[config.mk]
export PLATFORM = sky130hd
export DESIGN_NAME = cl_cntr_ctrl
export DESIGN_NICKNAME = d
export VERILOG_FILES = /design/src/rtl/cl_cntr_pkg.sv /design/src/rtl/cl_cntr_ctrl_wdog.sv /design/src/rtl/cl_cntr_ctrl.sv
export SDC_FILE = /design/constraint.sdc
export NUM_CORES = 1
export LEC_CHECK = 0
export ABC_AREA = 0
export BUFFER_PORTS_ARGS = -buffer_cell sky130_fd_sc_hd__buf_2
export CAP_MARGIN = 30
export CORE_MARGIN = 4
export CORE_UTILIZATION = 51
export CTS_CLUSTER_SIZE = 8
export DETAILED_ROUTE_END_ITERATION = 8
export GPL_TIMING_DRIVEN = 0
export PLACE_DENSITY_LB_ADDON = 0.25
export SYNTH_ARGS = -nofsm -noshare
export SYNTH_HDL_FRONTEND = slang
export SYNTH_HIERARCHICAL = 1
export SYNTH_SLANG_ARGS = --single-unit
[constraint.sdc]
create_clock -name clk -period 2.5 [get_ports clk]
set_clock_uncertainty 0.15 [all_clocks]
set_input_delay 0.375 -clock clk [delete_from_list [all_inputs] [get_ports clk]]
set_output_delay 0.375 -clock clk [all_outputs]
set_load 0.05 [all_outputs]
[src/rtl/cl_cntr_pkg.sv]
// Shared types and constants for the cache-line counter sequencer.
package cl_cntr_pkg;

  localparam int unsigned ADDR_W  = 32;
  localparam int unsigned LINE_W  = 4;
  localparam int unsigned CNTR_AW = 21;
  localparam int unsigned CNTR_DW = 16;
  localparam int unsigned WDOG_W  = 4;
  localparam int unsigned DONE_TO = 15;

  typedef enum logic [2:0] {
    ST_IDLE,
    ST_RD_REQ,
    ST_RD_WAIT,
    ST_RD_CAP,
    ST_WR_REQ,
    ST_WR_WAIT,
    ST_TMO,
    ST_OUT
  } state_t;

  // Payload handed to the pad engine.
  typedef struct packed {
    logic [CNTR_AW-1:0] tag;
    logic [CNTR_DW-1:0] cntr;
    logic               wr;
    logic               err;
  } nonce_t;

  // Counter-buffer tag of a physical line address.
  function automatic logic [CNTR_AW-1:0] tag_of(input logic [ADDR_W-1:0] addr);
    return addr[CNTR_AW+LINE_W-1:LINE_W];
  endfunction

endpackage

[src/rtl/cl_cntr_ctrl_wdog.sv]
// Loadable down-counter; flags expiry while enabled and at zero.
module cl_cntr_wdog
  import cl_cntr_pkg::*;
(
  input  logic              clk,
  input  logic              rst,
  input  logic              i_load,
  input  logic [WDOG_W-1:0] i_load_val,
  input  logic              i_en,
  output logic              o_expire_c
);

  logic [WDOG_W-1:0] r_cnt;

  // Reload on every buffer strobe, count down while waiting, hold at zero.
  always_ff @(posedge clk) begin
    if (rst) begin
      r_cnt <= '0;
    end else if (i_load) begin
      r_cnt <= i_load_val;
    end else if (i_en && (r_cnt != '0)) begin
      r_cnt <= r_cnt - WDOG_W'(1);
    end
  end

  assign o_expire_c = i_en && (r_cnt == '0);

endmodule

[src/rtl/cl_cntr_ctrl.sv]
// Sequencer in front of the cache-line encryption counter buffer: runs the
// eval/store/done handshake and emits a {tag, counter} nonce to the pad engine.
// Optional feature macro: CL_CNTR_CTRL_LASTHIT_EN (reuse the last refill read).
module cl_cntr_ctrl
  import cl_cntr_pkg::*;
(
  input  logic               clk,
  input  logic               rst,
  input  logic               i_req_valid,
  output logic               o_req_ready,
  input  logic               i_req_wr,
  input  logic [ADDR_W-1:0]  i_req_addr,
  output logic               o_cntr_eval,
  output logic               o_cntr_store,
  output logic               o_cntr_invalid,
  output logic [CNTR_AW-1:0] o_tag_addr,
  input  logic               i_cntr_done,
  input  logic [CNTR_DW-1:0] i_cntr,
  output logic               o_nonce_valid,
  input  logic               i_nonce_ready,
  output logic [CNTR_AW-1:0] o_nonce_tag,
  output logic [CNTR_DW-1:0] o_nonce_cntr,
  output logic               o_nonce_wr,
  output logic               o_nonce_err,
  output logic               o_ovf_err
);

  state_t             r_state;
  state_t             w_nxt_state;
  logic               r_req_ready;
  logic               r_cntr_eval;
  logic               r_cntr_store;
  logic               r_cntr_invalid;
  logic               r_nonce_valid;
  logic               r_ovf_err;
  logic               r_wr;
  logic [CNTR_AW-1:0] r_tag_addr;
  logic [CNTR_DW-1:0] r_cap;
  nonce_t             r_nonce;
  nonce_t             w_nonce;
  logic               w_accept;
  logic               w_load_out;
  logic               w_wrap;
  logic               w_wd_load;
  logic               w_wd_en;
  logic               w_wd_expire;
  logic               w_hit;
  logic [CNTR_DW-1:0] w_last_cntr;
  logic [CNTR_AW-1:0] w_req_tag;
  logic               w_unused_addr;

  assign w_req_tag     = tag_of(i_req_addr);
  assign w_unused_addr = ^{i_req_addr[ADDR_W-1:CNTR_AW+LINE_W], i_req_addr[LINE_W-1:0]};

`ifdef CL_CNTR_CTRL_LASTHIT_EN
  logic [CNTR_AW-1:0] r_last_tag;
  logic [CNTR_DW-1:0] r_last_cntr;
  logic               r_last_vld;

  assign w_hit       = !i_req_wr && r_last_vld && (r_last_tag == w_req_tag);
  assign w_last_cntr = r_last_cntr;

  // Remember the most recent successful refill read; writebacks and timeouts invalidate it.
  always_ff @(posedge clk) begin
    if (rst) begin
      r_last_tag  <= '0;
      r_last_cntr <= '0;
      r_last_vld  <= 1'b0;
    end else if ((r_state == ST_RD_CAP) && !r_wr) begin
      r_last_tag  <= r_tag_addr;
      r_last_cntr <= i_cntr;
      r_last_vld  <= 1'b1;
    end else if ((w_accept && i_req_wr) || (r_state == ST_TMO)) begin
      r_last_vld  <= 1'b0;
    end
  end
`else
  assign w_hit       = 1'b0;
  assign w_last_cntr = '0;
`endif

  assign w_accept  = i_req_valid && r_req_ready && (r_state == ST_IDLE);
  assign w_wd_load = (r_state == ST_RD_REQ) || (r_state == ST_WR_REQ);
  assign w_wd_en   = (r_state == ST_RD_WAIT) || (r_state == ST_WR_WAIT);
  assign w_wrap    = &r_cap;

  cl_cntr_wdog u_wdog (
    .clk        (clk),
    .rst        (rst),
    .i_load     (w_wd_load),
    .i_load_val (WDOG_W'(DONE_TO - 1)),
    .i_en       (w_wd_en),
    .o_expire_c (w_wd_expire)
  );

  // Next state and the nonce payload loaded on entry to OUT.
  always_comb begin
    w_nxt_state  = r_state;
    w_load_out   = 1'b0;
    w_nonce.tag  = r_tag_addr;
    w_nonce.cntr = '0;
    w_nonce.wr   = r_wr;
    w_nonce.err  = 1'b0;
    case (r_state)
      ST_IDLE: begin
        if (w_accept) begin
          if (w_hit) begin
            w_nxt_state  = ST_OUT;
            w_load_out   = 1'b1;
            w_nonce.tag  = w_req_tag;
            w_nonce.cntr = w_last_cntr;
            w_nonce.wr   = 1'b0;
          end else begin
            w_nxt_state  = ST_RD_REQ;
          end
        end
      end
      ST_RD_REQ:  w_nxt_state = ST_RD_WAIT;
      ST_RD_WAIT: begin
        if (i_cntr_done) begin
          w_nxt_state = ST_RD_CAP;
        end else if (w_wd_expire) begin
          w_nxt_state = ST_TMO;
        end
      end
      ST_RD_CAP: begin
        if (r_wr) begin
          w_nxt_state  = ST_WR_REQ;
        end else begin
          w_nxt_state  = ST_OUT;
          w_load_out   = 1'b1;
          w_nonce.cntr = i_cntr;
        end
      end
      ST_WR_REQ:  w_nxt_state = ST_WR_WAIT;
      ST_WR_WAIT: begin
        if (i_cntr_done) begin
          w_nxt_state  = ST_OUT;
          w_load_out   = 1'b1;
          w_nonce.cntr = r_cap + CNTR_DW'(1);
        end else if (w_wd_expire) begin
          w_nxt_state  = ST_TMO;
        end
      end
      ST_TMO: begin
        w_nxt_state = ST_OUT;
        w_load_out  = 1'b1;
        w_nonce.err = 1'b1;
      end
      ST_OUT: begin
        if (i_nonce_ready) begin
          w_nxt_state = ST_IDLE;
        end
      end
      default: w_nxt_state = ST_IDLE;
    endcase
  end

  // State register.
  always_ff @(posedge clk) begin
    if (rst) begin
      r_state <= ST_IDLE;
    end else begin
      r_state <= w_nxt_state;
    end
  end

  // Registered strobes, request capture, nonce payload and sticky wrap flag.
  always_ff @(posedge clk) begin
    if (rst) begin
      r_req_ready    <= 1'b0;
      r_cntr_eval    <= 1'b0;
      r_cntr_store   <= 1'b0;
      r_cntr_invalid <= 1'b0;
      r_nonce_valid  <= 1'b0;
      r_ovf_err      <= 1'b0;
      r_wr           <= 1'b0;
      r_tag_addr     <= '0;
      r_cap          <= '0;
      r_nonce        <= '0;
    end else begin
      r_req_ready    <= (w_nxt_state == ST_IDLE);
      r_cntr_eval    <= (w_nxt_state == ST_RD_REQ);
      r_cntr_store   <= (w_nxt_state == ST_WR_REQ);
      r_cntr_invalid <= (w_nxt_state == ST_TMO);
      r_nonce_valid  <= (w_nxt_state == ST_OUT);
      if (w_accept) begin
        r_tag_addr <= w_req_tag;
        r_wr       <= i_req_wr;
      end
      if (r_state == ST_RD_CAP) begin
        r_cap <= i_cntr;
      end
      if (w_load_out) begin
        r_nonce <= w_nonce;
      end
      if (w_load_out && (r_state == ST_WR_WAIT) && w_wrap) begin
        r_ovf_err <= 1'b1;
      end
    end
  end

  assign o_req_ready    = r_req_ready;
  assign o_cntr_eval    = r_cntr_eval;
  assign o_cntr_store   = r_cntr_store;
  assign o_cntr_invalid = r_cntr_invalid;
  assign o_tag_addr     = r_tag_addr;
  assign o_nonce_valid  = r_nonce_valid;
  assign o_nonce_tag    = r_nonce.tag;
  assign o_nonce_cntr   = r_nonce.cntr;
  assign o_nonce_wr     = r_nonce.wr;
  assign o_nonce_err    = r_nonce.err;
  assign o_ovf_err      = r_ovf_err;

endmodule
# ---- Yosys cells after proc, flatten, opt, wreduce, memory -nomap -nowiden
# Cells that the tools add are included.
dict set report totals {
  inputBits 54
  register_bits 90
  out_inout_bits 66
}
dict set report classes {
  reduce_logical 15
  n_mux 16
  eq_ne 11
  add_sub_neg 2
}
# op count
set op_table {}
lappend op_table {{$mux W16} 2}
lappend op_table {{$pmux W16 S2} 1}
lappend op_table {{$pmux W3 S8} 1}
lappend op_table {{$eq A3 B3 Y1 const B} 7}
lappend op_table {{$add A16 B1 Y16 const B} 1}
lappend op_table {{$reduce_and A16 Y1} 1}
lappend op_table {{$mux W3} 5}
lappend op_table {{$mux W4} 2}
lappend op_table {{$eq A3 B1 Y1 const B} 2}
lappend op_table {{$eq A3 B2 Y1 const B} 2}
lappend op_table {{$logic_and A1 B1 Y1} 6}
lappend op_table {{$logic_not A3 Y1} 2}
lappend op_table {{$logic_not A4 Y1} 1}
lappend op_table {{$reduce_bool A4 Y1} 1}
lappend op_table {{$sub A4 B1 Y4 const B} 1}
lappend op_table {{$mux W1} 3}
lappend op_table {{$pmux W1 S3} 1}
lappend op_table {{$logic_or A1 B1 Y1} 2}
lappend op_table {{$mux W2} 1}
lappend op_table {{$reduce_bool A2 Y1} 1}
lappend op_table {{$reduce_or A2 Y1} 1}

# ---- Logic depth before layout (Yosys ltp)
dict set report logic_depth {
  ltp_word 7
  mapped_depth 10
}

# ---- Cells and area by module
# The synthesis kept the hierarchy.
# mod seq_area_each_um2 cells_each area_per_inst_um2 instances
set modules_own_cells {}
lappend modules_own_cells {cl_cntr_ctrl 1721.7 454 3633.5 1}
lappend modules_own_cells {cl_cntr_wdog 80.1 30 262.8 1}

# ---- Worst setup path after synthesis
# No wires, ideal clock.
dict set report synth_timing {
  kind {flip-flop to flip-flop}
  startpoint {register r_state[2]}
  endpoint {register r_cntr_store, in the netlist o_cntr_store}
  path_stages_with_launch 11
  n_path_buf 1
  arrival_ns 1.916
  setup_slack_ns 0.353
  required_ns 2.269
  cell_sequence {dfxtp_1 > buf_2 > nor2_1 > nand2_1 > nand2_1 > nand2_1 > nor3_1 > nor2b_1 > o21ai_0 > a211oi_1 > nor3b_1}
}
dict set report synth_between {
  elab_chain_cells 7
  elab_cells_between_ends 18
  classes_between {eq/ne (8); mux (6); reduce/logical (4)}
}
# item line_no
set synth_rtl {}
lappend synth_rtl {{from (decl)} cl_cntr_ctrl.sv:28} ;# state_t r_state;
lappend synth_rtl {{from (signal assigned)} cl_cntr_ctrl.sv:164} ;# r_state <= w_nxt_state;
lappend synth_rtl {{$eq A3 B2 Y1 or $eq A3 B3 Y1 (tied branches)} cl_cntr_ctrl.sv:84} ;# assign w_wd_en = (r_state == ST_RD_WAIT) || (r_state == ST_WR_WAIT);
lappend synth_rtl {{$logic_or A1 B1 Y1 *} cl_cntr_ctrl.sv:84}
lappend synth_rtl {{net w_wd_en} cl_cntr_ctrl.sv:45} ;# logic w_wd_en;
lappend synth_rtl {{$logic_and A1 B1 Y1 *} cl_cntr_ctrl_wdog.sv:26} ;# assign o_expire_c = i_en && (r_cnt == '0);
lappend synth_rtl {{net w_wd_expire} cl_cntr_ctrl.sv:46} ;# logic w_wd_expire;
lappend synth_rtl {{$mux W3 *} {cl_cntr_ctrl.sv:122, cl_cntr_ctrl.sv:141}}
lappend synth_rtl {{$mux W3, on equally long branches} {cl_cntr_ctrl.sv:137, cl_cntr_ctrl.sv:120}}
lappend synth_rtl {{$pmux W3 S8 *} cl_cntr_ctrl.sv:104} ;# case (r_state)
lappend synth_rtl {{$eq A3 B3 Y1 *} cl_cntr_ctrl.sv:184} ;# r_cntr_store <= (w_nxt_state == ST_WR_REQ);
lappend synth_rtl {{to (signal assigned)} cl_cntr_ctrl.sv:184}
lappend synth_rtl {{to (decl)} cl_cntr_ctrl.sv:32} ;# logic r_cntr_store;
# Mark *: on every way through the listed nets, which the timed path passes. The rest lies on a longest branch.
# A chain may end at the register's enable or synchronous reset.

# ---- Worst setup path after layout
dict set report layout_timing {
  startpoint {register r_state[1]}
  endpoint {register r_cntr_store, in the netlist o_cntr_store}
}
# The elaborated chain is that of the path after synthesis.

==> results.md <==
- Initial Util: 53.1%
- Post-Syn Instances: 484
- Final std cells w/o fill: 710
- Final instance area: 0.00479 mm²
- Crit Path Max Fanout: 10
- Delay-heaviest family, CP: simple AND/OR/NAND/NOR gates
- Comb pwr share: 21.6%
- Switching Power: 1.05 mW
- Synth unique cells: 52
- Final hold slack: 0.0899 ns
- Yosys synthesis warning count: 6
- Largest net degree at the start of global routing: 16
- Top post-synthesis cells by area: dfxtp_1, nand2_1, a21oi_1, buf_4, a22oi_1
- Maximum vdd drop: 0.436 mV
- I/O pins: 120
- DIE AREA: 0.00910 mm²
- Pre-CTS setup slack: -0.113 ns
- Pwr Total: 3.18 mW
- Worst R2R Setup Slack: 0.22 ns
- # port buffers: 108
- Critical-path cell list: buf_2 > nand3b_1 > nand2_4 > nand2_1 > nor3_4 > nor2b_1 > o21ai_0 > a211oi_2 > nor3b_2
- TritonCTS clock tree: done
- Max-Cap Viols: 0
- Mapped Area: 0.00390 mm²
- Via count of the first global-routing pass: 3591
- Crit. End Element: flop
- Skew-Pair Late Insertion Delay: 0.36 ns
- DP Cell Count: 693
- TritonRoute pass-1 iters: 5
- Post-detail-place hpwl: 7400 µm
- Detailed Route WL: 10300 µm
- P_int: 2.13 mW
- Post-synth EDFFs: 0
- Status: finished clean
- Leading area contributor after synthesis: dfxtp_1
- Worst hold path type: in -> reg
- Buffers and inverters on the worst path: 1
- Final WS setup: 0.221 ns
- Layout cells sized above 1: 27.7%
- CTS H-tree depth: 3
- Sequential share of power: 49.3%
- Crit path time final: 2.28 ns
- Avg Inst Size Synth: 8.05 µm²
- Clk pwr share: 29.1%
- Total negative slack: 0 ns
- DRT antenna net count: 0
- Pwr/cell area: 663 mW/mm²
- Worst Path Arrival: 2.41 ns
- LEAKAGE: 1.95 nW
- CTS buffer count: 9
- Yosys top cell area share: 46.2%
- Routability cong.: 0.928
- Core Footprint: 0.00733 mm²
- Overflow after GRT: 0
- Final #Nets: 662
- Number of vias per cell: 5.32
- Final setup vio count: 0
- Most used DFF post-synth: dfxtp_1
- Die Y: 95.4 µm
- Maximum clock insertion buffer count: 2
- Util after Layout: 65.4%
- RSZ-0062 raised after global routing: false
- All-Layer GR Usage: 23.2%
- Area Growth Syn to Fin: 23.0%
- Data required time at the worst endpoint: 2.63 ns
- Startpoint types: flop
- Relative slew slack: 59.4%
- Sequential-to-total area share from yosys stat: 46.2%
- Routed WL per cell: 14.6 µm
- Die width: 95.4 µm
- Max stage delay on crit path: 0.37 ns
- Post-route DRC: 0
- ANT cells: 0
- Crit Path Class: reg -> reg
- Initial antenna violation count: 0
- Sink Count: 90
- Clk root buf: clkbuf_8
- Rows: 31
- Switching part of the total: 33.0%
- Vias: 3776
- Period Utilization, post-route: 91.1%
- Worst-Margin Slew: 0.607 ns
- # hold bufs at CTS: 0
- Max Slew Vio Count: 0
- Fmax: 439 MHz
- Async S/R FF share, synth: 0%
- #FFs+latches synth: 90
- Post-DP Area: 0.00457 mm²
- DRT iter0 DRCs: 208
- First-pass GRT wire length: 16500 µm
- Hold Fails Final Rpt: 0
- Worst-path clk slew: 0.09 ns
- Slowest-stage cell, CP: dfxtp_1
cells by family (layout without fill, tap and decap cells):
kind of cell / count (synthesis) / after routing / share of synthesized area (%)
buf+inv: 58 / 183 / 8.32
fa+ha+maj: 2 / 2 / 0.642
compound gates: 114 / 114 / 17.9
simple gates: 209 / 209 / 24.7
xor+xnor: 9 / 9 / 2.02
flops: 90 / 90 / 46.2
other cells: 2 / 4 / 0.193
cell usage after synthesis (all sizes together) (3+ instances only):
cell type  count
nand2        139
dfxtp         90
a21oi         65
buf           34
clkbuf        16
a22oi         13
nor2          13
nand3          9
inv            8
nor3           8
o21ai          8
xnor2          7
nor4           6
o22ai          6
nand4          5
and2           4
nor2b          4
nand3b         3
nor3b          3
o211ai         3
o21a           3
worst reg2reg max path: cells and delay by family (launching register included):
| kind | cells | cell delay, ns |
|---|---|---|
| flops | 1 | 0.37 |
| buf+inv | 1 | 0.19 |
| simple gates | 6 | 1.09 |
| compound gates | 2 | 0.43 |
final cells by class:
class,count,area [µm²]
Fill cell,665,2540
Inverter,8,30.0
Clock buffer,11,141
Tap cell,99,124
Clock inverter,5,38.8
Sequential cell,90,1800
Multi-Input combinational cell,338,1810
Buffer,50,297
Timing Repair Buffer,109,548
power by group through the flow:
stage	logic (mW)	clock network, mW	registers [mW]
after global placement	0.654	0	1.59
after detailed placement	0.672	0	1.60
final	0.687	0.923	1.57
after global routing	0.739	0.995	1.58
after floorplan	0.460	0	1.63
after CTS	0.679	0.940	1.56
layout by cell type (no fill, tap or decap), drive strengths merged, types with 6 or more instances in the layout:
master  count
nand2     139
a21oi      65
nand3       9
a22oi      13
dfxtp      90
o22ai       6
inv         9
clkbuf     28
nor2       13
nor3        8
o21ai       8
buf       142
xnor2       7
nor4        6
worst paths after layout:
path                           startpoint                      endpoint  cells past startpoint
max                 r_state[1]$_SDFF_PP0_       o_cntr_store$_SDFF_PP0_                      9
min                        i_req_addr[12]    o_tag_addr[8]$_SDFFE_PP0P_                      3
max reg2reg         r_state[1]$_SDFF_PP0_       o_cntr_store$_SDFF_PP0_                      9
min reg2reg  o_nonce_tag[14]$_SDFFE_PP0P_  o_nonce_tag[14]$_SDFFE_PP0P_                      2
registers in the layout, summed over array words and instances (netlist names):
signal,cells
o_nonce_tag,21
o_cntr_invalid,1
o_nonce_valid,1
o_nonce_err,1
o_cntr_eval,1
o_cntr_store,1
o_nonce_cntr,16
r_state,3
r_cap,16
r_wr,1
o_nonce_wr,1
o_req_ready,1
o_ovf_err,1
o_tag_addr,21
u_wdog/r_cnt,4
per-layer routing:
layer	GRT usage (%)	part of all wire [%]	wire length [µm]
met5	0	0	0
met3	6.31	5.8	595
met1	28.7	44	4510
met4	6.87	1.4	146
met2	39.5	49	5080
what timing repair did:
action	4_1_cts	5_1_grt
setup buffers	0	1
resized for setup	3	6
endpoints found under the setup margin	7	6
pin swaps	0	1
hold endpoints to repair	0	0
No activity file was read; power rests on OpenSTA's default activity.
